File: src/rtl/ex_muldiv_if.sv
// EX-stage handshake between the pipeline control and the iterative
// multiply/divide unit. The pipeline side is the master, the unit is the slave.
interface ex_muldiv_if #(
  parameter int XLEN = 32
);
  logic            start;
  logic [2:0]      funct3;
  logic [XLEN-1:0] op_a;
  logic [XLEN-1:0] op_b;
  logic            flush;
  logic            stall_req;
  logic            busy;
  logic            done;
  logic [XLEN-1:0] result;

  modport master (
    output start, funct3, op_a, op_b, flush,
    input  stall_req, busy, done, result
  );

  modport slave (
    input  start, funct3, op_a, op_b, flush,
    output stall_req, busy, done, result
  );
endinterface

File: src/rtl/ex_muldiv.sv
// Iterative RV32M multiply/divide unit in EX. It runs one operation at a time
// over 32 iterations, and holds the pipeline through stall_req until the
// result is ready.
//
// state  | meaning
// -------+------------------------------------------------------------
// S_IDLE | waiting for start; divide-by-zero/overflow resolved on accept
// S_RUN  | one shift-add or restoring-divide step per cycle, 32 steps
// S_FIX  | sign correction and result selection, result register written
// S_DONE | done pulse, stall released so the instruction moves on to M
module ex_muldiv #(
  parameter int XLEN = 32
) (
  input logic        clk,
  input logic        rst,
  ex_muldiv_if.slave bus
);
  localparam int CW = $clog2(XLEN);
  localparam logic [XLEN-1:0] MIN_NEG = {1'b1, {(XLEN-1){1'b0}}};

  typedef enum logic [1:0] {S_IDLE, S_RUN, S_FIX, S_DONE} state_t;

  state_t            state, state_nx;
  logic [2:0]        fn;
  logic              neg_q;
  logic              neg_r;
  logic [XLEN-1:0]   mag_a, mag_b;
  logic [2*XLEN-1:0] acc;
  logic [CW-1:0]     cnt;
  logic [XLEN-1:0]   res_q;

  logic              accept;
  logic              a_signed, b_signed, sa, sb;
  logic              b_zero, div_ovf, special;
  logic [XLEN-1:0]   special_res;
  logic [CW-1:0]     bit_idx;
  logic [2*XLEN-1:0] acc_mul, acc_div, prod;
  logic [XLEN:0]     rem_sh, trial;
  logic              q_bit;
  logic [XLEN-1:0]   new_rem, quo_s, rem_s, fix_res;

  assign accept = (state == S_IDLE) && bus.start && !bus.flush;

  // Operand decode on accept: which operands are signed, magnitudes, and
  // the cases resolved without iterating.
  always_comb begin
    a_signed    = (bus.funct3 == 3'b001) || (bus.funct3 == 3'b010) ||
                  (bus.funct3 == 3'b100) || (bus.funct3 == 3'b110);
    b_signed    = (bus.funct3 == 3'b001) || (bus.funct3 == 3'b100) ||
                  (bus.funct3 == 3'b110);
    sa          = a_signed && bus.op_a[XLEN-1];
    sb          = b_signed && bus.op_b[XLEN-1];
    b_zero      = (bus.op_b == '0);
    div_ovf     = ((bus.funct3 == 3'b100) || (bus.funct3 == 3'b110)) &&
                  (bus.op_a == MIN_NEG) && (bus.op_b == '1);
    special     = bus.funct3[2] && (b_zero || div_ovf);
    special_res = '0;
    if (b_zero)
      special_res = bus.funct3[1] ? bus.op_a : '1;
    else if (div_ovf)
      special_res = bus.funct3[1] ? '0 : MIN_NEG;
  end

  // One iteration step: MSB-first shift-add for multiply, restoring step for
  // divide with the remainder in acc[hi] and the quotient shifting into acc[lo].
  always_comb begin
    bit_idx = ~cnt;
    acc_mul = {acc[2*XLEN-2:0], 1'b0} +
              (mag_b[bit_idx] ? {{XLEN{1'b0}}, mag_a} : '0);
    rem_sh  = {acc[2*XLEN-1:XLEN], mag_a[bit_idx]};
    trial   = rem_sh - {1'b0, mag_b};
    q_bit   = ~trial[XLEN];
    new_rem = q_bit ? trial[XLEN-1:0] : rem_sh[XLEN-1:0];
    acc_div = {new_rem, acc[XLEN-2:0], q_bit};
  end

  // Sign correction and final selection of product half, quotient or remainder.
  always_comb begin
    prod  = neg_q ? -acc : acc;
    quo_s = neg_q ? -acc[XLEN-1:0] : acc[XLEN-1:0];
    rem_s = neg_r ? -acc[2*XLEN-1:XLEN] : acc[2*XLEN-1:XLEN];
    if (fn[2])
      fix_res = fn[1] ? rem_s : quo_s;
    else if (fn[1:0] == 2'b00)
      fix_res = prod[XLEN-1:0];
    else
      fix_res = prod[2*XLEN-1:XLEN];
  end

  // Next state and handshake outputs; flush overrides everything.
  always_comb begin
    state_nx      = state;
    bus.stall_req = 1'b0;
    bus.done      = 1'b0;
    bus.busy      = (state != S_IDLE);
    case (state)
      S_IDLE: begin
        if (accept) begin
          bus.stall_req = 1'b1;
          state_nx      = special ? S_DONE : S_RUN;
        end
      end
      S_RUN: begin
        bus.stall_req = 1'b1;
        if (cnt == CW'(XLEN-1))
          state_nx = S_FIX;
      end
      S_FIX: begin
        bus.stall_req = 1'b1;
        state_nx      = S_DONE;
      end
      S_DONE: begin
        bus.done = !bus.flush;
        state_nx = S_IDLE;
      end
      default: state_nx = S_IDLE;
    endcase
    if (bus.flush)
      state_nx = S_IDLE;
  end

  // State register.
  always_ff @(posedge clk or posedge rst) begin
    if (rst)
      state <= S_IDLE;
    else
      state <= state_nx;
  end

  // Datapath registers: latch operands on accept, iterate in RUN, write result.
  always_ff @(posedge clk or posedge rst) begin
    if (rst) begin
      fn    <= '0;
      neg_q <= 1'b0;
      neg_r <= 1'b0;
      mag_a <= '0;
      mag_b <= '0;
      acc   <= '0;
      cnt   <= '0;
      res_q <= '0;
    end else begin
      case (state)
        S_IDLE: begin
          if (accept) begin
            fn    <= bus.funct3;
            neg_q <= sa ^ sb;
            neg_r <= sa;
            mag_a <= sa ? -bus.op_a : bus.op_a;
            mag_b <= sb ? -bus.op_b : bus.op_b;
            acc   <= '0;
            cnt   <= '0;
            if (special)
              res_q <= special_res;
          end
        end
        S_RUN: begin
          if (!bus.flush) begin
            acc <= fn[2] ? acc_div : acc_mul;
            cnt <= cnt + CW'(1);
          end
        end
        S_FIX: begin
          if (!bus.flush)
            res_q <= fix_res;
        end
        default: ;
      endcase
    end
  end

  assign bus.result = res_q;

endmodule

File: src/flat_wrapper.sv
// flat-port wrapper written by rule: the top's interface ports become plain ports
module ex_muldiv_flat 
#(
  parameter int XLEN = 32
)
  (clk, rst, bus_start, bus_funct3, bus_op_a, bus_op_b, bus_flush, bus_stall_req, bus_busy, bus_done, bus_result);
  ex_muldiv_if #(.XLEN(XLEN)) bus_i ();
  input logic clk;
  input logic rst;
  input wire logic [$bits(bus_i.start)-1:0] bus_start;
  input wire logic [$bits(bus_i.funct3)-1:0] bus_funct3;
  input wire logic [$bits(bus_i.op_a)-1:0] bus_op_a;
  input wire logic [$bits(bus_i.op_b)-1:0] bus_op_b;
  input wire logic [$bits(bus_i.flush)-1:0] bus_flush;
  output wire logic [$bits(bus_i.stall_req)-1:0] bus_stall_req;
  output wire logic [$bits(bus_i.busy)-1:0] bus_busy;
  output wire logic [$bits(bus_i.done)-1:0] bus_done;
  output wire logic [$bits(bus_i.result)-1:0] bus_result;
  assign bus_i.start = bus_start;
  assign bus_i.funct3 = bus_funct3;
  assign bus_i.op_a = bus_op_a;
  assign bus_i.op_b = bus_op_b;
  assign bus_i.flush = bus_flush;
  assign bus_stall_req = bus_i.stall_req;
  assign bus_busy = bus_i.busy;
  assign bus_done = bus_i.done;
  assign bus_result = bus_i.result;
  ex_muldiv #(.XLEN(XLEN)) u_core (.clk(clk), .rst(rst), .bus(bus_i));
endmodule
File: config.mk
export PLATFORM = sky130hd
export DESIGN_NAME = ex_muldiv_flat
export DESIGN_NICKNAME = d
export VERILOG_FILES = /design/src/rtl/ex_muldiv_if.sv /design/src/rtl/ex_muldiv.sv /design/src/flat_wrapper.sv
export SDC_FILE = /design/constraint.sdc
export NUM_CORES = 1
export LEC_CHECK = 0
export ABC_AREA = 0
export CORE_UTILIZATION = 35
export CTS_CLUSTER_DIAMETER = 60
export DETAILED_ROUTE_END_ITERATION = 8
export PLACE_DENSITY = 0.52
export SLEW_MARGIN = 20
export SYNTH_ARGS = -nofsm -noshare
export SYNTH_HDL_FRONTEND = slang
export SYNTH_SLANG_ARGS = --single-unit
File: constraint.sdc
create_clock -name clk -period 12.3 [get_ports clk]
set_clock_uncertainty 0.05 [all_clocks]
set_input_delay 1.845 -clock clk [delete_from_list [all_inputs] [get_ports clk]]
set_output_delay 1.845 -clock clk [all_outputs]
set_load 0.01 [all_outputs]
==> results of run 1 <==
==> worst max-delay path by stage <==
stage | end | from | slack, ps
floorplan | u_core.acc[0]$_DFFE_PP0P_ | rst | 5740
global placement | u_core.acc[41]$_DFFE_PP0P_ | u_core.cnt[0]$_DFFE_PP0P_ | 5830
detailed placement | u_core.acc[42]$_DFFE_PP0P_ | u_core.cnt[0]$_DFFE_PP0P_ | 5610
CTS | u_core.acc[42]$_DFFE_PP0P_ | u_core.cnt[0]$_DFFE_PP0P_ | 5580
global route | u_core.acc[42]$_DFFE_PP0P_ | u_core.cnt[1]$_DFFE_PP0P_ | 5450
finish | u_core.acc[42]$_DFFE_PP0P_ | u_core.cnt[1]$_DFFE_PP0P_ | 5730
==> logic make-up after synthesis <==
group	synth area share (%)
simple gates	21.2
compound gates	25.7
buf+inv	5.42
xor+xnor	10.9
flops	26.3
fa+ha+maj	6.13
mux	4.44
==> synth_stat cells, types with 8 or more instances <==
| cell type | count |
|---|---|
| o21a_1 | 8 |
| or2_2 | 8 |
| a21oi_1 | 151 |
| mux2i_1 | 13 |
| and2_1 | 13 |
| a22oi_1 | 17 |
| or4_1 | 16 |
| nor2_1 | 128 |
| nand3b_1 | 8 |
| and3_1 | 17 |
| nor4_1 | 29 |
| a221oi_1 | 10 |
| dfrtp_1 | 172 |
| or3_1 | 17 |
| xor2_1 | 77 |
| a22o_1 | 10 |
| o21bai_1 | 11 |
| o41ai_1 | 13 |
| o21ai_0 | 235 |
| clkbuf_1 | 128 |
| o22ai_1 | 12 |
| o221ai_1 | 26 |
| nor2b_1 | 50 |
| a21o_1 | 35 |
| mux4_2 | 20 |
| nand2_1 | 248 |
| xnor2_1 | 126 |
| nor3_1 | 38 |
| o21ai_1 | 9 |
| a31oi_1 | 21 |
| mux2_2 | 12 |
| o31ai_1 | 34 |
| ha_1 | 77 |
| nand4_1 | 37 |
| nand2b_1 | 15 |
| a211oi_1 | 18 |
| inv_1 | 79 |
| nand3_1 | 48 |
| o211ai_1 | 16 |
| buf_1 | 10 |
==> metrics by stage <==
stage	instance area, um2	std cells
finish	18400	2725
global route	18400	2723
CTS	18400	2723
detailed placement	17800	2691
global placement	17800	2691
floorplan	16400	2106
==> registers in the layout, indices dropped and copies added (netlist names) <==
signal / cells
u_core.acc: 64
u_core.bus.result: 32
u_core.mag_a: 32
u_core.mag_b: 32
u_core.cnt: 5
u_core.fn: 3
u_core.state: 2
u_core.neg_q: 1
u_core.neg_r: 1
==> power by group <==
group / leakage [nW] / total, mW / switching [mW] / internal (mW)
combinational: 5.06 / 3.13 / 1.98 / 1.15
clock: 0.287 / 0.583 / 0.275 / 0.308
sequential: 2.27 / 1.04 / 0.299 / 0.745
==> metal layers <==
metal  vias up  share of wire [%]
li1       7673                  -
met1      7978                 46
met2       810                 41
met3       120                 10
met4         2                3.0
met5         -              0.020
==> final cells by class <==
class                           count  area [um2]  share of cell area [%]
Timing Repair Buffer              133        1260                    6.84
Sequential cell                   172        4310                    23.4
Inverter                           81         309                    1.68
Tap cell                          600         751                    4.07
Multi-Input combinational cell   1705       11200                    60.8
Clock inverter                     13         153                   0.828
Clock buffer                       19         443                    2.40
Antenna cell                        2        5.00                  0.0271
==> worst max-delay path: stages (launching register included) <==
cell and delay [ps]:
dfrtp_1 860, mux4_2 590, mux4_2 450, mux2i_1 410
ha_1 260, inv_1 60, fa_1 390, a21oi_1 230
o211ai_1 150, a21boi_0 630, or2_2 240, a31oi_1 110
or4_1 820, nor2_2 710, a211oi_1 100, o41ai_1 370
==> metrics.txt, run 1 <==
number of max-cap violations=0; initial antenna violation count=3; ys async rst share=100%; Post-CTS Setup Repair Bufs=0; commonest cells after routing, fill and taps aside=nand2_1, o21ai_0, dfrtp_1; Worst Hold Class=flip-flop to flip-flop; Syn Std Cell Area=16400 um2; endpoints failing hold=0; Pre-antenna DRT Iters=6; Hold Path Origin=u_core.bus.result[11]$_DFFE_PP0P_; Placeable Area=45800 um2; 1st-iter DRT viols=1725; FF-to-FF setup slack=between 5000 and 6000 ps; sequential-to-total area share from yosys stat=between 20% and 30%; hold slack=between 400 and 500 ps; clk_lat worst skew=roughly 510 ps; top post-synthesis cells by area=dfrtp_1, o21ai_0, xnor2_1, ha_1, nand2_1; cell count after synthesis=between 2000 and 2500; GR Util met1=39.7%; Yosys cell types=81; Cell Rows=just under 80; vias=~17000; Final Setup Violations=0; Post-Syn Area per Cell=just under 8 um2; global routing usage on met3=slightly below 8%; hold buffer count at CTS=0; Crit Path Max Fanout=19; Clock Sink Count=between 150 and 200; P_leak=around 7.6 nW; post-synth top area cell=dfrtp_1; die width=about 220 um; final period utilization=53.4%; Final Util=between 40% and 50%; DRC errors left=0; Via density=roughly 6.1; gr busiest metal=met1; Slew HR=approximately 34%; unrepaired setup endpoints after global routing=no; antenna-violating nets left=0; total track usage=between 20% and 30%; Max VDD drop=between 0.15 and 0.2 mV; Final GP Congestion=between 0.9 and 1; clock-pin transition on the worst setup and hold timing paths=approximately 70 ps; buffers added on ports=about 110; CTS H-tree depth=4; Die ar.=roughly 48000 um2; Mapped Nets=roughly 2300; Critical R2R Capture=u_core.acc[42]$_DFFE_PP0P_; first-pass GRT wire length=99300 um; most common cell after layout, fill and taps aside=nand2_1; CTS tree=done; Final min period=6570 ps; Final Power=about 4.8 mW; pre-CTS WS=~5600 ps; worst endpoint data arrival time=slightly below 7000 ps; Bufs on Longest Clock Path=2; CP endpoint kind=flip-flop; Fmax achieved=0.152 GHz; Critical Path Source Type=flip-flop; Post-Route WL=~66000 um; CTS Buf Count=17; Yosys reg bits=172; Layout fillers=between 4000 and 5000; worst-margin pin slew=980 ps; yosys warns=0; largest net degree at the start of global routing=slightly above 70; M2 GR Usage=39.4%; # IOs=106; Die H=218 um; PostCTS Resize Cnt=0; Overflow after GRT=0; Worst Hold Path EP=u_core.bus.result[11]$_DFFE_PP0P_; nets=roughly 2300; WS Path Type=flip-flop to flip-flop; number of flops mapped to enable cells by yosys=0; Synth top area share=between 20% and 30%; detailed placer's ending HPWL=49500 um; Top FF cell, synth=dfrtp_1; worst setup margin=5730 ps; setup_tns=0 ps; r2r worst-path depth=15; WL/cell=~24 um; Area growth, synth to finish=12.6%; Slew Limit Fails=0; number of global-route vias before repair=around 16000; FF-to-FF Start=u_core.cnt[1]$_DFFE_PP0P_; layout cell share with drive strength beyond 1=between 5 and 6%; Cell Pwr Density=around 260 nW/um2; CTS root buffer=clkbuf_16; Initial Util=a little over a third; run status=completed; WHS Path Cells=2; Req. time, crit path=around 13000 ps
No activity file was read; power rests on OpenSTA's default activity.
==> run 2: changes to the inputs <==
--- a/config.mk
+++ b/config.mk
@@ -9,7 +9,7 @@
 export CORE_UTILIZATION = 35
 export CTS_CLUSTER_DIAMETER = 60
 export DETAILED_ROUTE_END_ITERATION = 8
-export PLACE_DENSITY = 0.52
+export PLACE_DENSITY = 0.54
 export SLEW_MARGIN = 20
 export SYNTH_ARGS = -nofsm -noshare
 export SYNTH_HDL_FRONTEND = slang
==> constraint.sdc (replaced) <==
create_clock -name clk -period 5.5 [get_ports clk]
set_clock_uncertainty 0.05 [all_clocks]
set_input_delay 0.825 -clock clk [delete_from_list [all_inputs] [get_ports clk]]
set_output_delay 0.825 -clock clk [all_outputs]
set_load 0.01 [all_outputs]
==> run 2 against run 1 <==
Worst setup slack got worse by 5500 ps. Via count rose by 0.61%. Cell count rose by 1.2%. Non-clock buffer count rose by 36. Sequential share of layout area fell by 0.36 points. Sequential power rose by 120%. Combinational power rose by 130%. Hold slack improved by 7.5 ps. Clock-buffer cell count rose by 1. Critical endpoint is now u_core.acc[54]$_DFFE_PP0P_. Highest routed layer unchanged.
==> metrics.txt, run 2 (synthesis gave the netlist of run 1 again) <==
Cell Rows=78 (unchanged); Via density=6.05 (was 6.09); WL/cell=24.6 um (was 24.1 um); clk_lat worst skew=510 ps (about the same); # IOs=106 (unchanged); hold slack=442 ps (was 435 ps); Worst Hold Class=flip-flop to flip-flop (unchanged); P_leak=7.80 nW (was 7.62 nW); Max VDD drop=0.397 mV (was 0.153 mV); DRC errors left=0 (unchanged); M2 GR Usage=40.5% (was 39.4%); gr busiest metal=met1 (unchanged); Req. time, crit path=5840 ps (was 12640 ps); most common cell after layout, fill and taps aside=nand2_1 (unchanged); commonest cells after routing, fill and taps aside=nand2_1, o21ai_0, dfrtp_1 (unchanged); 1st-iter DRT viols=1854 (was 1725); nets=2296 (was 2260); Slew HR=36.8% (was 33.8%); CTS tree=done (unchanged); ant diodes=0 (was 2); Final GP Congestion=0.964 (was 0.988); Final min period=5260 ps (was 6570 ps); detailed placer's ending HPWL=51000 um (was 49500 um); total track usage=28.5% (was 27.9%); Bufs on Longest Clock Path=2 (unchanged); largest register by flop count=u_core.acc (unchanged); unrepaired setup endpoints after global routing=no (unchanged); Placed Cells=2727 (was 2691); Clock Sink Count=172 (unchanged); endpoints failing hold=0 (unchanged); Fmax achieved=0.190 GHz (was 0.152 GHz); max FFs per register=64 (unchanged); worst endpoint data arrival time=5600 ps (was 6910 ps); number of global-route vias before repair=15856 (was 15663); Cell Pwr Density=574 nW/um2 (was 258 nW/um2); Critical Path Source Type=flip-flop (unchanged); buffers added on ports=105 (unchanged); WS Path Type=flip-flop to flip-flop (unchanged); setup_tns=0 ps (unchanged); initial antenna violation count=6 (was 3); CTS Buf Count=17 (unchanged); antenna-violating nets left=0 (unchanged); Post-Route WL=67900 um (was 65700 um); Slew Limit Fails=0 (unchanged); worst-margin pin slew=937 ps (was 980 ps); Pre-antenna DRT Iters=6 (unchanged); global routing usage on met3=7.75% (unchanged); run status=completed (unchanged); Die ar.=47700 um2 (unchanged); final period utilization=95.6% (was 53.4%); vias=16684 (was 16583); CTS root buffer=clkbuf_16 (unchanged); CTS H-tree depth=4 (unchanged); largest net degree at the start of global routing=130 (was 71); die width=218 um (unchanged); number of max-cap violations=0 (unchanged); Placeable Area=45800 um2 (unchanged); first-pass GRT wire length=101000 um (was 99300 um); Overflow after GRT=0 (unchanged); Crit Path Max Fanout=25 (was 19); Area growth, synth to finish=14.4% (was 12.6%); FF-to-FF setup slack=240 ps (was 5730 ps); Die H=218 um (unchanged); GR Util met1=41.2% (was 39.7%); CP endpoint kind=flip-flop (unchanged); Initial Util=35.8% (unchanged); clock-pin transition on the worst setup and hold timing paths=70 ps (about the same); Final Setup Violations=0 (unchanged); Non-Filler Instances=2759 (was 2725); layout cell share with drive strength beyond 1=7.41% (was 5.89%)
[run 2: cell types whose count changed in the layout (fill, tap and decap cells not counted), sizes merged]
cell,before,now
clkbuf,19,20
clkinv,5,7
buf,28,64
diode,2,0
clkinvlp,2,3
inv,85,81
[run 2: final cells by class]
cell class	count	area (um2)
clock buffer	20	447
clock inverter	12	136
fill	4690	27000
inverter	81	308
multi-input combinational	1705	11200
sequential	172	4310
tap	600	751
timing repair buffer	169	1570
[run 2: layer usage]
layer / wire length [um] / share of wire, % / vias up
met3: 6480 / 9.5 / 103
met1: 31300 / 46 / 8013
met5: 81 / 0.12 / -
met2: 28200 / 42 / 806
met4: 1800 / 2.7 / 6
li1: - / - / 7756
[run 2: path summary, 6_finish.rpt]
path / to / from / cells past startpoint
hold / removal: u_core.bus.result[19]$_DFFE_PP0P_ / u_core.bus.result[19]$_DFFE_PP0P_ / 2
setup reg to reg: u_core.acc[54]$_DFFE_PP0P_ / u_core.cnt[0]$_DFFE_PP0P_ / 17
max in group asynchronous: u_core.acc[8]$_DFFE_PP0P_ / rst / 3
setup / recovery: u_core.acc[54]$_DFFE_PP0P_ / u_core.cnt[0]$_DFFE_PP0P_ / 17
min in group asynchronous: u_core.mag_b[19]$_DFFE_PP0P_ / rst / 3
hold reg to reg: u_core.bus.result[19]$_DFFE_PP0P_ / u_core.bus.result[19]$_DFFE_PP0P_ / 2
[run 2: report_power, final]
group | internal (mW) | switching (mW) | leakage (nW)
Sequential | 1.67 | 0.634 | 2.27
Clock | 0.683 | 0.586 | 0.283
Combinational | 2.68 | 4.50 | 5.25
Total | 5.03 | 5.72 | 7.80
[run 2: critical path: stages, from the launching register on]
cell and delay [ps]:
dfrtp_1 350, buf_4 200, mux4_2 520, mux4_2 480
mux2i_2 240, buf_12 210, nor2b_1 70, ha_1 350
o21ai_0 140, o211ai_1 320, nand4_1 180, o21ai_1 350
a21oi_1 200, a211o_1 320, or4_1 570, o211ai_1 210
o311ai_1 140, a22o_1 230
[run 2: timing repair]
item / in CTS / in global routing
setup endpoints to repair: 1 / 2
hold buffers: 0 / 0
buffers inserted: 0 / 0
resized for setup: 1 / 1
pin swaps: 0 / 0
[run 2: through the flow]
stage                     utilization, %  cell area (um2)  setup WS, ps  total power, mW
after detailed placement            39.6            18100         -22.2             9.25
after global placement              39.6            18100           111             9.24
after global routing                40.9            18700          2.07             11.4
final                               40.9            18700           239             10.7
after floorplan                        -            16400           167             6.70
after CTS                           40.9            18700           161             10.6
